===== src/rtl/pes_fp_result_fifo.sv =====
// Result-capture FIFO behind the single-precision add/sub unit: tags accepted operand pairs,
// captures and classifies adder results after LAT clocks, and returns credit to the issuer.
module pes_fp_result_fifo #(
    parameter int unsigned DEPTH = 4,
    parameter int unsigned LAT   = 2
) (
    input  logic                       clk,
    input  logic                       rst_n,
    input  logic                       in_valid,
    output logic                       in_ready,
    input  logic [31:0]                res,
    output logic                       out_valid,
    input  logic                       out_ready,
    output logic [31:0]                out_data,
    output logic [3:0]                 out_flags,
    output logic [$clog2(DEPTH+1)-1:0] count,
    output logic                       proto_err
);

    localparam int unsigned CW = $clog2(DEPTH + 1);
    localparam int unsigned PW = (DEPTH > 1) ? $clog2(DEPTH) : 1;
    localparam int unsigned SW = $clog2(DEPTH + LAT + 1);

    logic [LAT-1:0] vp_q, vp_d;
    logic [PW-1:0]  wr_ptr_q, wr_ptr_d;
    logic [PW-1:0]  rd_ptr_q, rd_ptr_d;
    logic [CW-1:0]  count_q, count_d;
    logic           proto_err_q, proto_err_d;
    logic [35:0]    mem_q [DEPTH];

    logic [SW-1:0]  inflight;
    logic [SW-1:0]  occupancy;
    logic           acc, push, pop;
    logic [7:0]     res_exp;
    logic [22:0]    res_man;
    logic [3:0]     res_flags;
    logic [35:0]    head;

    // Credit counts results still inside the adder, so a full FIFO can never be overrun.
    always_comb begin
        inflight = '0;
        for (int i = 0; i < LAT; i++) begin
            inflight = inflight + SW'(vp_q[i]);
        end
        occupancy = SW'(count_q) + inflight;
        in_ready  = occupancy < SW'(DEPTH);
        acc       = in_valid & in_ready;
        push      = vp_q[LAT-1];
        pop       = out_valid & out_ready;
    end

    // Sign is ignored; at most one class bit is ever set.
    always_comb begin
        res_exp   = res[30:23];
        res_man   = res[22:0];
        res_flags = {(&res_exp) & (|res_man),
                     (&res_exp) & ~(|res_man),
                     ~(|res_exp) & ~(|res_man),
                     ~(|res_exp) & (|res_man)};
    end

    always_comb begin
        vp_d        = LAT'({vp_q, acc});
        wr_ptr_d    = push ? wr_ptr_q + PW'(1) : wr_ptr_q;
        rd_ptr_d    = pop ? rd_ptr_q + PW'(1) : rd_ptr_q;
        count_d     = count_q;
        unique case ({push, pop})
            2'b10:   count_d = count_q + CW'(1);
            2'b01:   count_d = count_q - CW'(1);
            default: count_d = count_q;
        endcase
        proto_err_d = proto_err_q | (in_valid & ~in_ready);
    end

    always_ff @(posedge clk or negedge rst_n) begin
        if (!rst_n) begin
            vp_q        <= '0;
            wr_ptr_q    <= '0;
            rd_ptr_q    <= '0;
            count_q     <= '0;
            proto_err_q <= 1'b0;
        end else begin
            vp_q        <= vp_d;
            wr_ptr_q    <= wr_ptr_d;
            rd_ptr_q    <= rd_ptr_d;
            count_q     <= count_d;
            proto_err_q <= proto_err_d;
        end
    end

    // Storage is deliberately not reset; count gates everything read from it.
    always_ff @(posedge clk) begin
        if (push) begin
            mem_q[wr_ptr_q] <= {res_flags, res};
        end
    end

    always_comb begin
        head      = mem_q[rd_ptr_q];
        out_valid = count_q != '0;
        out_data  = out_valid ? head[31:0] : 32'h0;
        out_flags = out_valid ? head[35:32] : 4'h0;
        count     = count_q;
        proto_err = proto_err_q;
    end

endmodule


===== config.mk =====
export PLATFORM = sky130hd
export DESIGN_NAME = pes_fp_result_fifo
export DESIGN_NICKNAME = d
export VERILOG_FILES = /design/src/rtl/pes_fp_result_fifo.sv
export SDC_FILE = /design/constraint.sdc
export NUM_CORES = 1
export LEC_CHECK = 0
export ABC_AREA = 1
export CORE_ASPECT_RATIO = 0.9
export CORE_MARGIN = 2
export CORE_UTILIZATION = 62
export DETAILED_ROUTE_END_ITERATION = 10
export DONT_BUFFER_PORTS = 1
export GPL_ROUTABILITY_DRIVEN = 0
export PLACE_DENSITY = 0.78
export RECOVER_POWER = 50
export SYNTH_ARGS = -nofsm -noshare
export SYNTH_HDL_FRONTEND = slang
export SYNTH_SLANG_ARGS = --single-unit

===== constraint.sdc =====
create_clock -name clk -period 2.5 [get_ports clk]
set_clock_uncertainty 0.1 [all_clocks]
set_input_delay 0.5 -clock clk [delete_from_list [all_inputs] [get_ports clk]]
set_output_delay 0.5 -clock clk [all_outputs]
set_load 0.02 [all_outputs]

-- Yosys cells after proc, flatten, opt, wreduce, memory -nomap -nowiden
Memory sizes are Yosys's and may differ from the RTL's.
Index checks and enable logic that the tools add are counted.
Widths: inputs -> output; s select.
- register bits after elaboration: 10
- latch bits: 0
- bits in writable memories: 144
- ROM bits: 0
- input port bits: 36
- output and inout bits: 42
- memories kept: 1
- memories (memory ; words ; bits a word ; rd ports ; clocked after memory_dff ; write ports ; RTL line ; source):
    mem_q ; 4 ; 36 ; 1 ; 0 ; 1 ; 29 ; logic [35:0] mem_q [DEPTH];
- $add $sub $neg: 6
- multiply operators: 0
- divide/modulo/power cells: 0
- $lt $le $gt $ge: 1
- eq/ne operators: 2
- shift-type cells: 0
- multiplexer cells: 5
- bitwise logic cells: 11
- reduce and logical (&&, ||, !) cells: 5
- operators with widths (operator ; number):
    $mux 32 ; 1
    $reduce_or 23->1 ; 1
    $reduce_and 8->1 ; 1
    $reduce_or 8->1 ; 1
    $and 1x1->1 ; 7
    $pmux 3 s2 ; 1
    $add 2x1->2 const B ; 2
    $mux 4 ; 1
    $add 3x1->3 const B ; 1
    $add 3x2->3 ; 1
    $lt 3x3->1 const B ; 1
    $not 1->1 ; 3
    $reduce_bool 3->1 ; 1
    $sub 3x1->3 const B ; 1
    $add 1x1->2 ; 1
    $eq 2x1->1 const B ; 1
    $eq 2x2->1 const B ; 1
    $mux 1 ; 2
    $reduce_bool 2->1 ; 1
    $or 1x1->1 ; 1

-- Depth between registers and ports, before layout
Gate-level depths: netlist of the first run.
- word-level depth: 6
- gate-level depth with buffers: 10
- gate-level depth less buffers: 10

-- Worst setup path before layout of the first run
No wires, ideal clock.
- kind: reg2reg
- from: reg count_q[0] (netlist: count[0])
- to: reg count_q[2] (netlist: count[2])
- setup time: 79 ps
- arrival: 2098 ps
- path slack: 223 ps
- stages on the path, launching flop included: 11
- path buffers: 0
- period minus slack after synthesis: 2277 ps
- cell sequence: dfrtp_1 > inv_1 > nand3_1 > nand2_1 > inv_1 > ha_1 > inv_1 > fa_1 > or2_2 > nand2_1 > xor2_1
- cells in the longest elaborated chain, start to end: 4
- elaborated cells on any way between the ends: 8
- classes of those cells: add/sub (2); eq/ne (2); mux (1); bitwise (1); reduce/logical (2)
- RTL lines (element ; RTL line ; source):
    from (decl) ; 27 ; logic [CW-1:0] count_q, count_d;
    from (signal assigned) ; 86 ; count_q <= count_d;
    $reduce_bool 3->1 (*) ; 100 ; out_valid = count_q != '0;
    via out_valid ; 12 ; output logic out_valid,
    $and 1x1->1 (*) ; 49 ; pop = out_valid & out_ready;
    via pop ; 33 ; logic acc, push, pop;
    $eq 2x1->1 or $eq 2x2->1 (tied branches) ; 67 ; unique case ({push, pop})
    $pmux 3 s2 or $reduce_bool 2->1 (tied branches) ; - ;
The timed path passes the listed nets; every way through them passes the cells marked *.
A chain may end at the register's enable or synchronous reset.

-- Worst setup path in the final report of the first run
- from: reg rd_ptr_q[0]
- to: out out_data[19]
- cells in the longest elaborated chain, start to end: 2
- RTL lines (element ; RTL line ; source):
    from (decl) ; 26 ; logic [PW-1:0] rd_ptr_q, rd_ptr_d;
    from (signal assigned) ; 85 ; rd_ptr_q <= rd_ptr_d;
    $mem_v2 4x36 ; - ;
    $mux 32 ; 101 ; out_data = out_valid ? head[31:0] : 32'h0;
    to (decl) ; 14 ; output logic [31:0] out_data,
No other way between the ends.

==> results summary, run 1 <==
The clock-pin slew reported for the worst setup and hold paths after clock tree synthesis is roughly 0.06 ns. The buffer and inverter count on the worst path is 2. The sum of routed wire length over all layers came out at 13.5 mm.

The tightest min-delay check is of the input port to flop type. TritonCTS built the clock tree. The critical path required time came out at roughly 1.9 ns. The via count normalized by instance count is 5.76.

Along the worst path, the maximum fanout reaches 30. The endpoint arrival time on the critical path came out at 1.82 ns. The count of different cell masters after synthesis is 23.

The switching power of the nets came out at 3750 uW. The portion of total power attributed to sequential cells is 33.8%. The critical path is of the flop to primary output type. The register bit count reported by yosys came out at 154. The total count of max-transition violations in the final report came out at 0. The area of the die is 11000 sq um. The relative slew slack came out at 38.2%. The TritonCTS sink count is approximately 150. The number of routed nets with antenna violations is 0. The most common cell after layout, fill and taps aside is sky130_fd_sc_hd__nor2_1. The internal power of the cells totals 6550 uW. The number of violations of the max-capacitance limit is 0.

The average instance in the mapped netlist occupies 11.9 sq um. The number of failing setup endpoints in the final timing report came out at 0. In the layout the commonest cells are sky130_fd_sc_hd__nor2_1 (168), sky130_fd_sc_hd__edfxtp_1 (144), sky130_fd_sc_hd__o21ai_0 (73). After the first detailed-routing iteration, the DRC count stood at ~310.

The sequential area share after synthesis is 72.7%. The maximum number of pins on one net before global-route repair came out at 47. The flow ran to the end, and the final reports show no timing, DRC or antenna violations. The first global-routing pass estimated 21.5 mm of wire. For the pin with the worst max-slew slack, the measured transition is 0.928 ns. The buffer levels on the longest clock path is 2. The portion of total power attributed to combinational logic came out at 39.2%. The number of antenna violations at the first check in global routing was 0. The later pin in the worst-skew pair is clocked with a latency of ~0.41 ns. The pre-antenna-repair detailed-routing pass consisted of 5 iterations.

The number of nets handed over by synthesis was 571. On the critical path, the stage with the largest delay is an instance of sky130_fd_sc_hd__dfrtp_2. The floorplan step defined a core boundary enclosing between 9000 and 10000 sq um. IR analysis of the VDD net gives a maximum drop of between 0.0008 and 0.0009 V. Walking the worst path, the cells encountered are buf_8 -> nor2_1 -> nor2_1 -> o21ai_0 -> a21oi_1 -> buf_4. Synthesis produced a netlist whose cell count is 528. Subtracting the final worst setup slack from the clock period gives 2.42 ns. The final HPWL from detailed placement came out at 8.17 mm. Input and output buffers added on the ports amount to 0. 0 antenna diodes ended up in the layout. The total track usage is 26.8%. The number of H-tree branching levels came out at 4.

In the post-route analysis, the smallest setup slack over all paths is 0.0796 ns. Relative to the synthesized area, the layout overhead comes to 17.9%. The number of hold violations in the final report was 0. The largest stage delay on the critical path came out at approximately 0.43 ns. The via count of the first global-routing pass came to 4360. The height of the chip came out at ~100 um. The I/O pin count is 78. The power density of the placed cells is 1390 nW/um^2. The site row count came out at 34. The clock network fraction of total power is 27.0%.

Setup repair after global routing left no endpoint under its margin. The area of the mapped netlist is 6290 sq um. The initial utilization of the core area, before any placement, comes to 64.3%. The critical path launch point type is a flop. The average wire per cell in the routed design is 18.8 um. The worst setup path is captured at a primary output. The residual DRC count came out at 0. The count of warnings emitted by yosys came out at 0. The pre-CTS worst setup slack came out at 0.260 ns.

The TritonCTS buffer count is 17. The multi-input combinational cells in the finished layout cover a total of around 1500 sq um. The share of post-route cells with drive strength above 1 came out at approximately 16%. The tree is rooted in a sky130_fd_sc_hd__clkbuf_16.

The area occupied by registers came out at around 4600 sq um. Adding up every negative setup slack in the final design gives 0 ns. The total chip power is 10300 uW. For this block, the via count after detailed routing is 4127. The library cell appearing most often on the critical path is sky130_fd_sc_hd__nor2_1.

The switching share of total power came out at between 30% and 40%. The share of the clock period used by the worst path is 96.8%. The sum of overflow across all layers after global routing came out at 0. Broken down by cell family, the worst path's largest delay share belongs to flip-flops. The width of the die came out at about 110 um. The reported leakage power is about 0.0028 uW.

The layout has 604 filler cells. The post-layout net count is 621. The maximum clock frequency came out at 0.413 GHz.
==> path summary, 6_finish.rpt <==
kind / start / depth (start not counted) / slack, ns / endpoint
min in group asynchronous: rst_n / 1 / 0.39 / wr_ptr_q[0]
max: rd_ptr_q[0] / 6 / 0.08 / out_data[19]
min: res[27] / 0 / 0.08 / mem_q[1][27]
max reg2reg: count[2] / 10 / 0.30 / count[2]
max in group asynchronous: rst_n / 1 / 1.55 / count[1]
min reg2reg: vp_q[0] / 0 / 0.29 / vp_q[1]
==> synthesized netlist by cell type <==
| cell | n | area, sq um |
|---|---|---|
| sky130_fd_sc_hd__buf_1 | 1 | 3.75 |
| sky130_fd_sc_hd__a21oi_1 | 38 | 190 |
| sky130_fd_sc_hd__buf_2 | 11 | 55.1 |
| sky130_fd_sc_hd__nand4_1 | 2 | 12.5 |
| sky130_fd_sc_hd__clkbuf_8 | 1 | 13.8 |
| sky130_fd_sc_hd__ha_1 | 6 | 75.1 |
| sky130_fd_sc_hd__o21ai_1 | 2 | 10.0 |
| sky130_fd_sc_hd__buf_4 | 2 | 15.0 |
| sky130_fd_sc_hd__edfxtp_1 | 144 | 4320 |
| sky130_fd_sc_hd__o21bai_1 | 1 | 7.51 |
| sky130_fd_sc_hd__nand3_1 | 3 | 15.0 |
| sky130_fd_sc_hd__o21ai_0 | 73 | 365 |
| sky130_fd_sc_hd__inv_1 | 19 | 71.3 |
| sky130_fd_sc_hd__inv_2 | 4 | 15.0 |
| sky130_fd_sc_hd__nand2_1 | 26 | 97.6 |
| sky130_fd_sc_hd__xnor2_1 | 1 | 8.76 |
| sky130_fd_sc_hd__dfrtp_1 | 10 | 250 |
| sky130_fd_sc_hd__or2_2 | 1 | 6.26 |
| sky130_fd_sc_hd__clkbuf_1 | 6 | 22.5 |
| sky130_fd_sc_hd__buf_6 | 6 | 67.6 |
| sky130_fd_sc_hd__nor2_1 | 168 | 631 |
| sky130_fd_sc_hd__fa_1 | 1 | 20.0 |
| sky130_fd_sc_hd__xor2_1 | 2 | 17.5 |
==> registers in the layout, indices dropped and copies added (netlist names) <==
signal	flops
wr_ptr_q	2
count	3
rd_ptr_q	2
mem_q	144
proto_err	1
vp_q	2
==> cell type report <==
class                   count  area share, %
clock buffers              18           5.78
clock inverters            14           2.92
inverters                  23           1.23
multi-input cells         324           19.6
flip-flops and latches    154           61.7
well taps                 126           2.12
repair buffers             58           6.67
==> stage by stage <==
stage          util [%]  instances  cell area, sq um  hold slack, ns
2_1_floorplan         -        528              6290           0.104
5_1_grt            75.9        717              7420          0.0597
4_1_cts            75.7        716              7400          0.0665
3_3_place_gp       69.0        683              6750           0.105
3_5_place_dp       69.0        683              6750           0.105
6_report           75.9        717              7420          0.0783
==> metal layers <==
| metal | wire [um] | vias to the layer above | track usage [%] | share of wire, % |
|---|---|---|---|---|
| li1 | - | 1924 | - | - |
| met1 | 5200 | 1989 | 33.6 | 39 |
| met2 | 6950 | 198 | 44.2 | 52 |
| met3 | 1150 | 16 | 7.73 | 8.5 |
| met4 | 152 | 0 | 10.5 | 1.1 |
| met5 | 0 | - | 0 | 0 |
==> power by group through the flow <==
stage,Combinational (uW),Sequential (uW),Clock (uW)
final,4040,3480,2780
after CTS,4030,3470,2800
after global placement,3860,3490,0
after floorplan,2570,3480,0
after detailed placement,3980,3510,0
after global routing,4430,3520,2900
==> cell families (layout without fill, tap and decap cells) <==
logic type                 Yosys count  after routing  synth area share (%)
xor gates and xnor gates             3              3                 0.417
AOI/OAI and AO/OA                  114            114                  9.10
and+or+nand+nor                    200            200                  12.1
adders and majority gates            7              7                  1.51
DFF                                154            154                  72.7
buffers and inverters               50            113                  4.19
==> what timing repair did <==
action / in CTS / in global routing
buffers inserted: 0 / 1
hold endpoints to repair: 10 / 0
hold buffers: 1 / 0
gates resized for setup: 0 / 9
setup endpoints to repair: 0 / 33
Power figures use the tool's default switching activity.
==> inputs of run 2 (changes only) <==
--- a/config.mk
+++ b/config.mk
@@ -5,13 +5,13 @@
 export SDC_FILE = /design/constraint.sdc
 export NUM_CORES = 1
 export LEC_CHECK = 0
-export ABC_AREA = 1
 export CORE_ASPECT_RATIO = 0.9
 export CORE_MARGIN = 2
 export CORE_UTILIZATION = 62
 export DETAILED_ROUTE_END_ITERATION = 10
 export DONT_BUFFER_PORTS = 1
 export GPL_ROUTABILITY_DRIVEN = 0
+export GPL_TIMING_DRIVEN = 0
 export PLACE_DENSITY = 0.78
 export RECOVER_POWER = 50
 export SYNTH_ARGS = -nofsm -noshare
==> run 2 against run 1 <==
Compared with the run above:
- the flow now finishes with violations (setup timing)
- register-to-register slack improved by 0.06 ns
- count of clock-buffer cells in the layout fell by 1
- sequential share of layout area decreased by 1.5 points
- global-route usage fell by 0.76 points
- combinational power is 8.9% lower
- clock power fell by 9.7%
- critical path type unchanged
==> results summary, run 2 <==
The endpoint arrival time on the critical path came out at 1.99 ns (was 1.82 ns). The master cell of the clock root buffer is sky130_fd_sc_hd__clkbuf_8 (was sky130_fd_sc_hd__clkbuf_16). The TritonCTS buffer count is 17 (unchanged). The number of fill cells in the layout is 500 (was 604). The path type of the worst min-delay path is input port to flop (unchanged). The via count of the first global-routing pass is 3344 (was 4360). The sum of routed wire length over all layers came to 13.1 mm (was 13.5 mm). The area added between synthesis and finish came out at 24.7% (was 17.9%). The wire length of the first global-routing pass came to 19.3 mm (was 21.5 mm). The average size of a mapped cell is 20.4 sq um (was 11.9 sq um). The standard cell core area came out at 9610 sq um (was 9780 sq um). The top flip-flop cell by instance count after synthesis was sky130_fd_sc_hd__edfxtp_1 (unchanged). The register ranked first by flip-flop count was mem_q (unchanged). The register bit count reported by yosys came out at 154 (unchanged).

The buffer levels on the longest clock path came out at 2 (unchanged). The share of flip-flops with an asynchronous set or reset came to 6.49% (unchanged). The checks that failed: setup timing. The sequential area share after synthesis was 75.0% (was 72.7%). Unrepaired setup endpoints after global routing: true (was false). The initial core utilization is 63.4% (was 64.3%). The share of the clock period used by the worst path came to 103% (was 96.8%). The number of H-tree branching levels is 4 (unchanged). The site row count came out at 34 (unchanged). The number of diodes came out at 0 (unchanged).

The count of different cell masters after synthesis is 28 (was 23). The power density of the placed cells came to 1280 nW/um^2 (was 1390 nW/um^2). The total count of max-transition violations in the final report came to 0 (unchanged).

The most instantiated library cell after synthesis is sky130_fd_sc_hd__edfxtp_1 (was sky130_fd_sc_hd__nor2_1). The area occupied by registers came out at 4580 sq um (unchanged). The kind of end point of the critical path was a primary output (unchanged). The synthesized netlist net count is 342 (was 571). The maximum VDD drop came to 0.000751 V (was 0.000852 V). The switching power of the nets is 3160 uW (was 3750 uW). The library cell appearing most often on the critical path was sky130_fd_sc_hd__buf_12 (was sky130_fd_sc_hd__nor2_1). The clock period minus worst slack came out at 2.59 ns (was 2.42 ns).

The share of post-route cells with drive strength above 1 came to 36.8% (was 15.7%). The via count normalized by instance count is 6.19 (was 5.76). The number of iterations in the first detailed-routing pass came out at 4 (was 5). The most common cell after layout, fill and taps aside was sky130_fd_sc_hd__edfxtp_1 (was sky130_fd_sc_hd__nor2_1). The maximum number of pins on one net before global-route repair was 34 (was 47). The count of warnings emitted by yosys is 0 (unchanged). The standard cell with the maximum stage delay on the critical path is sky130_fd_sc_hd__mux4_2 (was sky130_fd_sc_hd__dfrtp_2). Critical path cell sequence: buf_12 -> buf_12 -> mux4_2 -> and2_4 (was buf_8 -> nor2_1 -> nor2_1 -> o21ai_0 -> a21oi_1 -> buf_4). The number of flops mapped to enable cells by yosys is 144 (unchanged). The average wire per cell in the routed design came out at 25.8 um (was 18.8 um). The CTS tree is yes (unchanged). The TritonCTS sink count came out at 154 (unchanged). The violation count after the first detailed-routing iteration was 261 (was 312).

The synthesized instance count is 299 (was 528). The relative slew slack came out at 61.9% (was 38.2%). The pin slew with the least headroom to its limit is 0.566 ns (was 0.928 ns). The sum of overflow across all layers after global routing is 0 (unchanged).

Top library cells by usage in the layout, fill and taps aside: sky130_fd_sc_hd__edfxtp_1 (144), sky130_fd_sc_hd__mux4_2 (36), sky130_fd_sc_hd__and2_4 (36) (was sky130_fd_sc_hd__nor2_1 (168), sky130_fd_sc_hd__edfxtp_1 (144), sky130_fd_sc_hd__o21ai_0 (73)). The area of the die came to 10600 sq um (was 11000 sq um). The largest fanout of any net on the critical path is 8 (was 30). The insertion delay to the later sink of the worst-skew pair was 0.53 ns (was 0.41 ns). The top cell type by total area after synthesis is sky130_fd_sc_hd__edfxtp_1 (unchanged). The clock network fraction of total power was 25.9% (was 27.0%). The share of Yosys cell area claimed by the top area cell type was 70.9% (was 68.7%).

The number of hold violations in the final report came out at 0 (unchanged). The maximum clock frequency came out at 0.387 GHz (was 0.413 GHz). The width of the die came out at 109 um (was 110 um). Leading cell types by total area after synthesis: sky130_fd_sc_hd__edfxtp_1 (71%), sky130_fd_sc_hd__mux4_2 (13%), sky130_fd_sc_hd__and2_1 (4.3%) (was sky130_fd_sc_hd__edfxtp_1 (69%), sky130_fd_sc_hd__nor2_1 (10%), sky130_fd_sc_hd__o21ai_0 (5.8%)). The I/O pin count is 78 (unchanged). The flip-flop count of the largest register, all copies and words added was 144 (unchanged). The portion of total power attributed to sequential cells came out at 36.2% (was 33.8%).

The number of violations of the max-capacitance limit came out at 0 (unchanged). The number of routed nets with antenna violations is 0 (unchanged). The critical path launch point type is a flop (unchanged). The area of the mapped netlist is 6100 sq um (was 6290 sq um). The number of buffer cells added on primary ports was 0 (unchanged).

The clock-pin slew reported for the worst setup and hold paths after clock tree synthesis is 0.06 ns (about the same). The buffer and inverter count on the worst path came out at 2 (unchanged). The height of the chip came out at 98.1 um (was 99.6 um). The portion of total power attributed to combinational logic came to 37.9% (was 39.2%). The setup total negative slack came out at -2.24 ns (was 0 ns). The via count came to 3130 (was 4127). The cell-internal power is 6540 uW (was 6550 uW).

The total track usage is 26.0% (was 26.8%). The critical path start-end classification is flop to primary output (unchanged). The critical path required time is 1.90 ns (about the same).

The number of antenna violations at the first check in global routing is 0 (unchanged). The final HPWL from detailed placement is 6.64 mm (was 8.17 mm). Run status: complete, but fails checks (was complete, no violations). The post-route worst setup slack is -0.0862 ns (was 0.0796 ns). Top cells by instance count after synthesis: sky130_fd_sc_hd__edfxtp_1 (144), sky130_fd_sc_hd__and2_1 (42), sky130_fd_sc_hd__mux4_2 (36) (was sky130_fd_sc_hd__nor2_1 (168), sky130_fd_sc_hd__edfxtp_1 (144), sky130_fd_sc_hd__o21ai_0 (73)).

The largest stage delay on the critical path came out at 0.54 ns (was 0.43 ns). The residual DRC count is 0 (unchanged). The final core area utilization was 79.1% (was 75.9%). The area of the multi-input gates came to 1530 sq um (was 1460 sq um). The number of failing setup endpoints in the final timing report is 36 (was 0). The gate family responsible for the most delay along the worst path is multiplexers (was flip-flops). The switching share of total power came out at 32.6% (was 36.4%). The reported leakage power is 0.00264 uW (was 0.00276 uW). The post-layout net count came out at 410 (was 621).
==> run 2: routing by layer <==
metal / track usage (%) / share of wire [%] / vias to the layer above
met2: 39.6 / 52 / 150
met5: 0 / 0 / -
met3: 8.41 / 8.6 / 19
met4: 9.66 / 1.4 / 0
li1: - / - / 1336
met1: 36.0 / 38 / 1625
==> run 2: area by class of cell <==
class                           count  share of cell area, %
Tap cell                          126                   2.07
Clock inverter                     15                   2.19
Inverter                            6                  0.296
Clock buffer                       17                   5.45
Multi-Input combinational cell    126                   20.1
Sequential cell                   154                   60.2
Timing Repair Buffer               49                   7.19
Buffer                             13                   2.52
==> run 2: path summary, 6_finish.rpt <==
kind | slack, ns | start | cells past startpoint | to
max in group asynchronous | 1.70 | rst_n | 1 | count[0]
min in group asynchronous | 0.26 | rst_n | 1 | count[2]
max | -0.09 | rd_ptr_q[0] | 4 | out_data[5]
max reg2reg | 0.36 | count[1] | 8 | count[2]
min | 0.03 | in_valid | 1 | vp_q[0]
min reg2reg | 0.28 | vp_q[0] | 0 | vp_q[1]
==> run 2: per-stage QoR <==
stage | instances | total power (uW) | hold WS [ns] | cell area, sq um | worst slack, ns
2_1_floorplan | 299 | 5750 | 0.104 | 6100 | 0.463
3_3_place_gp | 425 | 6190 | 0.105 | 6260 | -0.188
3_5_place_dp | 429 | 6320 | 0.105 | 6340 | -0.0315
4_1_cts | 502 | 9550 | 0.0168 | 7520 | -0.0759
5_1_grt | 506 | 10100 | 0.0162 | 7600 | -0.141
6_report | 506 | 9710 | 0.0267 | 7600 | -0.0862
==> run 2: what timing repair did <==
action	in CTS	in global routing
hold endpoints to repair	138	0
setup buffers	8	1
setup endpoints to repair	37	37
hold buffers	33	0
gates cloned	0	3
pin swaps	4	15
gates resized for setup	105	4
==> run 2: power by group through the flow <==
stage | Sequential, uW | Combinational, uW | Clock (uW)
after detailed placement | 3540 | 2780 | 0
after global routing | 3550 | 3900 | 2630
after CTS | 3500 | 3520 | 2530
after floorplan | 3500 | 2260 | 0
after global placement | 3530 | 2660 | 0
final | 3510 | 3680 | 2510
==> run 2: worst register-to-register path, stage by stage (launching register included) <==
cell	delay [ns]
sky130_fd_sc_hd__dfrtp_2	0.48
sky130_fd_sc_hd__or3_4	0.44
sky130_fd_sc_hd__and2_1	0.20
sky130_fd_sc_hd__ha_1	0.22
sky130_fd_sc_hd__inv_1	0.08
sky130_fd_sc_hd__fa_1	0.17
sky130_fd_sc_hd__xor2_1	0.14
sky130_fd_sc_hd__nor2_1	0.06
sky130_fd_sc_hd__xor2_1	0.14
==> run 2: logic make-up (layout without fill, tap and decap cells) <==
kind of cell               Yosys count  in the layout  share of synthesized area, %
and+or+nand+nor                     69             69                          6.83
buffers and inverters               19            100                          1.64
muxes                               37             37                          13.5
DFF                                154            154                          75.0
AOI/OAI and AO/OA                    7              7                         0.656
xor gates and xnor gates             6              6                         0.862
adders and majority gates            7              7                          1.56
